## src/rtl/vga_raster_if.sv

```systemverilog
// Raster bundle between the VGA timing core and the drawing objects/pins.
// The master side owns the raster counters and pin outputs; the slave side drives draw requests.
interface vga_raster_if;
  logic       drawing_request;
  logic [7:0] rgb_in;
  logic [9:0] pixel_x;
  logic [9:0] pixel_y;
  logic       pix_en;
  logic [7:0] vga_rgb;
  logic       vga_hsync;
  logic       vga_vsync;
  logic       vga_blank_n;
  logic       frame_start;

  modport master (
    input  drawing_request, rgb_in,
    output pixel_x, pixel_y, pix_en, vga_rgb, vga_hsync, vga_vsync, vga_blank_n, frame_start
  );

  modport slave (
    output drawing_request, rgb_in,
    input  pixel_x, pixel_y, pix_en, vga_rgb, vga_hsync, vga_vsync, vga_blank_n, frame_start
  );
endinterface

```

## src/rtl/vga_raster_controller.sv

```systemverilog
// 640x480@60 raster generator: divided pixel enable, h/v counters, and a one-pixel
// registered output stage that keeps colour, sync and blank mutually aligned.
module vga_raster_controller #(
  parameter int         H_ACTIVE = 640,
  parameter int         H_FP     = 16,
  parameter int         H_SYNC   = 96,
  parameter int         H_BP     = 48,
  parameter int         V_ACTIVE = 480,
  parameter int         V_FP     = 10,
  parameter int         V_SYNC   = 2,
  parameter int         V_BP     = 33,
  parameter int         CLK_DIV  = 2,
  parameter logic [7:0] BG_COLOR = 8'b000_000_00
) (
  input  logic          CLK_50,
  input  logic          reset,
  vga_raster_if.master  bus
);

  localparam int H_TOTAL = H_ACTIVE + H_FP + H_SYNC + H_BP;
  localparam int V_TOTAL = V_ACTIVE + V_FP + V_SYNC + V_BP;
  localparam int DIV_W   = (CLK_DIV > 1) ? $clog2(CLK_DIV) : 1;

  localparam logic [DIV_W-1:0] DIV_LAST = DIV_W'(CLK_DIV - 1);
  localparam logic [9:0] H_LAST = 10'(H_TOTAL - 1);
  localparam logic [9:0] V_LAST = 10'(V_TOTAL - 1);
  localparam logic [9:0] H_ACT  = 10'(H_ACTIVE);
  localparam logic [9:0] V_ACT  = 10'(V_ACTIVE);
  localparam logic [9:0] HS_BEG = 10'(H_ACTIVE + H_FP);
  localparam logic [9:0] HS_END = 10'(H_ACTIVE + H_FP + H_SYNC);
  localparam logic [9:0] VS_BEG = 10'(V_ACTIVE + V_FP);
  localparam logic [9:0] VS_END = 10'(V_ACTIVE + V_FP + V_SYNC);

  logic [DIV_W-1:0] r_div_cnt;
  logic [9:0]       r_h_cnt;
  logic [9:0]       r_v_cnt;
  logic [7:0]       r_rgb;
  logic             r_hsync;
  logic             r_vsync;
  logic             r_blank_n;
  logic             r_frame_start;

  logic             w_pix_en;
  logic             w_line_end;
  logic             w_active;
  logic             w_hsync_zone;
  logic             w_vsync_zone;
  logic             w_frame_origin;
  logic [7:0]       w_pixel_color;

  // With CLK_DIV=1 the counter sits at 0 == DIV_LAST, so the enable is constantly high.
  assign w_pix_en       = (r_div_cnt == DIV_LAST);
  assign w_line_end     = (r_h_cnt == H_LAST);
  assign w_active       = (r_h_cnt < H_ACT) && (r_v_cnt < V_ACT);
  assign w_hsync_zone   = (r_h_cnt >= HS_BEG) && (r_h_cnt < HS_END);
  assign w_vsync_zone   = (r_v_cnt >= VS_BEG) && (r_v_cnt < VS_END);
  assign w_frame_origin = (r_h_cnt == '0) && (r_v_cnt == '0);
  assign w_pixel_color  = !w_active ? 8'h00 : (bus.drawing_request ? bus.rgb_in : BG_COLOR);

  // NOTE: sequential state uses non-blocking assignments so every register samples
  // the pre-edge values of its neighbours, independent of block ordering.
  always_ff @(posedge CLK_50 or posedge reset) begin
    if (reset) begin
      r_div_cnt <= '0;
    end else if (w_pix_en) begin
      r_div_cnt <= '0;
    end else begin
      r_div_cnt <= r_div_cnt + 1'b1;
    end
  end

  always_ff @(posedge CLK_50 or posedge reset) begin
    if (reset) begin
      r_h_cnt <= '0;
      r_v_cnt <= '0;
    end else if (w_pix_en) begin
      if (w_line_end) begin
        r_h_cnt <= '0;
        r_v_cnt <= (r_v_cnt == V_LAST) ? '0 : r_v_cnt + 10'd1;
      end else begin
        r_h_cnt <= r_h_cnt + 10'd1;
      end
    end
  end

  // Pin stage samples the counters that pixel_x/pixel_y present, hence one pixel of lag.
  always_ff @(posedge CLK_50 or posedge reset) begin
    if (reset) begin
      r_rgb     <= 8'h00;
      r_hsync   <= 1'b1;
      r_vsync   <= 1'b1;
      r_blank_n <= 1'b0;
    end else if (w_pix_en) begin
      r_rgb     <= w_pixel_color;
      r_hsync   <= !w_hsync_zone;
      r_vsync   <= !w_vsync_zone;
      r_blank_n <= w_active;
    end
  end

  always_ff @(posedge CLK_50 or posedge reset) begin
    if (reset) begin
      r_frame_start <= 1'b0;
    end else begin
      r_frame_start <= w_pix_en && w_frame_origin;
    end
  end

  assign bus.pixel_x     = r_h_cnt;
  assign bus.pixel_y     = r_v_cnt;
  assign bus.pix_en      = w_pix_en;
  assign bus.vga_rgb     = r_rgb;
  assign bus.vga_hsync   = r_hsync;
  assign bus.vga_vsync   = r_vsync;
  assign bus.vga_blank_n = r_blank_n;
  assign bus.frame_start = r_frame_start;

endmodule

```

## src/flat_wrapper.sv

```systemverilog
// flat-port wrapper written by rule: the top's interface ports become plain ports
module vga_raster_controller_flat 
#(
  parameter int         H_ACTIVE = 640,
  parameter int         H_FP     = 16,
  parameter int         H_SYNC   = 96,
  parameter int         H_BP     = 48,
  parameter int         V_ACTIVE = 480,
  parameter int         V_FP     = 10,
  parameter int         V_SYNC   = 2,
  parameter int         V_BP     = 33,
  parameter int         CLK_DIV  = 2,
  parameter logic [7:0] BG_COLOR = 8'b000_000_00
)
  (CLK_50, reset, bus_drawing_request, bus_rgb_in, bus_pixel_x, bus_pixel_y, bus_pix_en, bus_vga_rgb, bus_vga_hsync, bus_vga_vsync, bus_vga_blank_n, bus_frame_start);
  vga_raster_if bus_i ();
  input  logic CLK_50;
  input  logic reset;
  input wire logic [$bits(bus_i.drawing_request)-1:0] bus_drawing_request;
  input wire logic [$bits(bus_i.rgb_in)-1:0] bus_rgb_in;
  output wire logic [$bits(bus_i.pixel_x)-1:0] bus_pixel_x;
  output wire logic [$bits(bus_i.pixel_y)-1:0] bus_pixel_y;
  output wire logic [$bits(bus_i.pix_en)-1:0] bus_pix_en;
  output wire logic [$bits(bus_i.vga_rgb)-1:0] bus_vga_rgb;
  output wire logic [$bits(bus_i.vga_hsync)-1:0] bus_vga_hsync;
  output wire logic [$bits(bus_i.vga_vsync)-1:0] bus_vga_vsync;
  output wire logic [$bits(bus_i.vga_blank_n)-1:0] bus_vga_blank_n;
  output wire logic [$bits(bus_i.frame_start)-1:0] bus_frame_start;
  assign bus_i.drawing_request = bus_drawing_request;
  assign bus_i.rgb_in = bus_rgb_in;
  assign bus_pixel_x = bus_i.pixel_x;
  assign bus_pixel_y = bus_i.pixel_y;
  assign bus_pix_en = bus_i.pix_en;
  assign bus_vga_rgb = bus_i.vga_rgb;
  assign bus_vga_hsync = bus_i.vga_hsync;
  assign bus_vga_vsync = bus_i.vga_vsync;
  assign bus_vga_blank_n = bus_i.vga_blank_n;
  assign bus_frame_start = bus_i.frame_start;
  vga_raster_controller #(.H_ACTIVE(H_ACTIVE), .H_FP(H_FP), .H_SYNC(H_SYNC), .H_BP(H_BP), .V_ACTIVE(V_ACTIVE), .V_FP(V_FP), .V_SYNC(V_SYNC), .V_BP(V_BP), .CLK_DIV(CLK_DIV), .BG_COLOR(BG_COLOR)) u_core (.CLK_50(CLK_50), .reset(reset), .bus(bus_i));
endmodule
```

## config.mk

```make
export PLATFORM = sky130hd
export DESIGN_NAME = vga_raster_controller_flat
export DESIGN_NICKNAME = d
export VERILOG_FILES = /design/src/rtl/vga_raster_if.sv /design/src/rtl/vga_raster_controller.sv /design/src/flat_wrapper.sv
export SDC_FILE = /design/constraint.sdc
export NUM_CORES = 1
export LEC_CHECK = 0
export CAP_MARGIN = 20
export CORE_MARGIN = 2
export CORE_UTILIZATION = 43
export CTS_CLUSTER_SIZE = 40
export DETAILED_ROUTE_END_ITERATION = 7
export GPL_ROUTABILITY_DRIVEN = 0
export PLACE_DENSITY = 0.75
export SLEW_MARGIN = 20
export SYNTH_ARGS = -nofsm -noshare
export SYNTH_HDL_FRONTEND = slang
export SYNTH_SLANG_ARGS = --single-unit
```

## constraint.sdc

```tcl
create_clock -name CLK_50 -period 1.75 [get_ports CLK_50]
set_input_delay 0.35 -clock CLK_50 [delete_from_list [all_inputs] [get_ports CLK_50]]
set_output_delay 0.35 -clock CLK_50 [all_outputs]
set_load 0.1 [all_outputs]
```

==> results.cfg <==
[run_status]
status = complete, no violations

[setup_path]
startpoint = u_core.bus.pixel_x[6]
worstSetupStartpointType = register
reg2reg_slack_ns = 0.008
critical_path_class = register to register
worstPathRequired_ns = 1.95
cp-end-kind = register
r2r-end = u_core.bus.pixel_y[9]
endpoint = u_core.bus.pixel_y[9]
cp_data_arrival_time_ns = 1.94
reg2reg_depth = 4
cp_max_fo = 9
reg2reg_from = u_core.bus.pixel_x[6]

[sta]
max_slew_margin_pct = 71.7
setup_violations = 0
worst_slew_pin_slew_ns = 0.422
finalCritPeriodShare_pct = 99.5
tns_ns = 0
fmax_mhz = 574
drv_slew = 0
finalHoldViolCount = 0
skew_ns = 0.0104
period_needed_ns = 1.74
rsz0062_at_grt = true

[layout]
nets = 235
fillCellCount = 247
multi_input_area_um2 = 738
syn2layout_area_growth_pct = 67.2
drive_above_1_share_pct = 41.6
fin_area_um2 = 2710
diodes = 0
final_cell_mix = buf_12 (33), buf_4 (20), nand2_1 (14), dfrtp_1 (12)
regArea_um2 = 872
final_common_cell = buf_12

[synth]
ys_warn_count = 0
synth_top_flop_cell = dfrtp_1
syn_avg_cell_area_um2 = 10.4
async_flop_share_pct = 100
synthesis.area_um2 = 1620
synth.distinct_cells = 43
synth_edf_count = 0
ys_seq_elements = 33
syn_inst = 156
yosysSeqAreaShare_pct = 51.1
synth_nets = 171

[drt]
drtAntennaViolNets = 0
dr.pass1.iters = 4
drc_errors = 0
wl_um = 4230
drt_iter0_markers = 60
viasPerCell = 5.55
routedWlPerCell_um = 15.7
vias = 1494

[placement]
placed_area_um2 = 2590
portBuffers = 43
dp_hpwl_um = 3230

[flow_run]
cap_violations = 0

[global_route]
grt_pass1_wl_um = 7020
grt_overflow = 0
track_usage_pct = 21.7
grt_start_max_net_pins = 34
antenna_found_initial = 0
grt_pass1_vias = 1463

[clock_network]
cts_buffers = 5
cts.sinks = 33
cts_hold_buf = 0
cts-root-buf = clkbuf_8
htree_levels = 2
clockBufferDepth = 2
insertion_delay_ns = 0.29
clkTransAtPathRegs_ns = 0.07
cts_tree = yes

[power]
internal-power_w = 0.00116
p_clk_share_pct = 38.4
ir_drop_mv = 0.635
p_seq_share_pct = 51.1
power.density_nw_per_um2 = 566
power.switching_w = 0.000376
combPwrFrac_pct = 10.5
swShare_pct = 24.5
p_leak_nw = 1.14

[die]
die_y_um = 65.4
ios = 44
fp.dieW_um = 65.4
num_rows = 22
core-area_um2 = 3630
die_area_um2 = 4280
start_util_pct = 44.6

[min_path]
hp-class = input port to async pin
[flip-flops by register name (all words and copies together), names as in the netlist]
| signal | count |
|---|---|
| u_core.bus.pixel_y | 10 |
| u_core.bus.vga_rgb | 8 |
| u_core.bus.vga_hsync | 1 |
| u_core.bus.vga_vsync | 1 |
| u_core.bus.pixel_x | 10 |
| u_core.bus.frame_start | 1 |
| u_core.bus.vga_blank_n | 1 |
| u_core.bus.pix_en | 1 |
[repair_timing]
action / 4_1_cts / 5_1_grt
resized for setup: 1 / 2
endpoints found under the setup margin: 2 / 9
pin swaps: 1 / 2
buffers inserted: 0 / 2
[area by class of cell]
type / count / share of cell area (%)
Clock buffer: 8 / 3.33
Inverter: 10 / 1.39
Multi-Input combinational cell: 107 / 27.3
Sequential cell: 33 / 32.2
Tap cell: 48 / 2.22
Timing Repair Buffer: 63 / 33.6
[cell families (layout without fill, tap and decap cells)]
logic type | Yosys count | after routing | share of synthesized area (%)
adders and majority gates | 4 | 4 | 3.09
buffers and inverters | 16 | 81 | 4.25
AOI/OAI and AO/OA | 35 | 35 | 14.7
DFF | 33 | 33 | 51.1
muxes | 2 | 2 | 1.39
and+or+nand+nor | 61 | 61 | 22.8
xor gates and xnor gates | 5 | 5 | 2.70
[worst min path at each step]
| stage | end | start | depth (start not counted) |
|---|---|---|---|
| after global placement | u_core.bus.vga_hsync | u_core.bus.vga_hsync | 2 |
| after global routing | u_core.bus.pixel_y[0] | reset | 3 |
| after floorplan | u_core.bus.frame_start | reset | 1 |
| final | u_core.bus.pixel_y[0] | reset | 3 |
| after CTS | u_core.bus.pixel_y[4] | reset | 3 |
| after detailed placement | u_core.bus.vga_vsync | u_core.bus.vga_vsync | 2 |
[metrics by stage]
stage                     worst slack, ns  util (%)  total power, W  hold slack (ns)  cells
after floorplan                    -0.326         -        0.000883            0.477    156
after global placement             0.0633      71.2        0.000959            0.497    259
after detailed placement           0.0138      71.2        0.000961            0.516    259
after CTS                         0.00644      73.8         0.00154            0.480    267
after global routing              -0.0545      74.6         0.00159            0.531    269
final                             0.00809      74.6         0.00153            0.462    269
[power by group through the flow]
stage | combinational [W] | clock, W | sequential (W)
final | 0.000161 | 0.000588 | 0.000783
after floorplan | 0.0000220 | 0 | 0.000861
after global routing | 0.000170 | 0.000634 | 0.000783
after global placement | 0.000162 | 0 | 0.000797
after detailed placement | 0.000163 | 0 | 0.000798
after CTS | 0.000163 | 0.000596 | 0.000783
[cells in the mapped netlist, types with 2 or more instances]
master,number,share of area [%]
ha_1,4,3.1
o31ai_1,4,1.9
a31oi_1,2,0.77
and3_1,5,1.9
nand4_1,7,2.7
nor2_1,7,1.6
nand3_1,6,1.9
a21oi_1,3,0.93
o22ai_1,2,0.77
nor4_1,4,1.5
a22o_1,8,4.3
clkbuf_1,4,0.93
xor2_1,2,1.1
or3_1,2,0.77
xnor2_1,3,1.6
nand2_1,15,3.5
dfrtp_1,31,48
dfstp_2,2,3.2
mux2_2,2,1.4
inv_1,10,2.3
o21ai_0,11,3.4
[critical path, cell delays in order, from the launching register on]
cell	delay [ns]
dfrtp_2	0.41
or2_4	0.28
or4_4	0.58
o31a_1	0.25
a31oi_1	0.14
[layer usage]
metal | track usage [%] | vias up | part of all wire (%)
met1 | 27.7 | 720 | 41
met2 | 35.5 | 64 | 50
li1 | - | 702 | -
met3 | 6.34 | 8 | 7.6
met5 | 0 | - | 0
met4 | 7.29 | 0 | 1.8
Note: power is estimated with default switching activity, not from simulation.
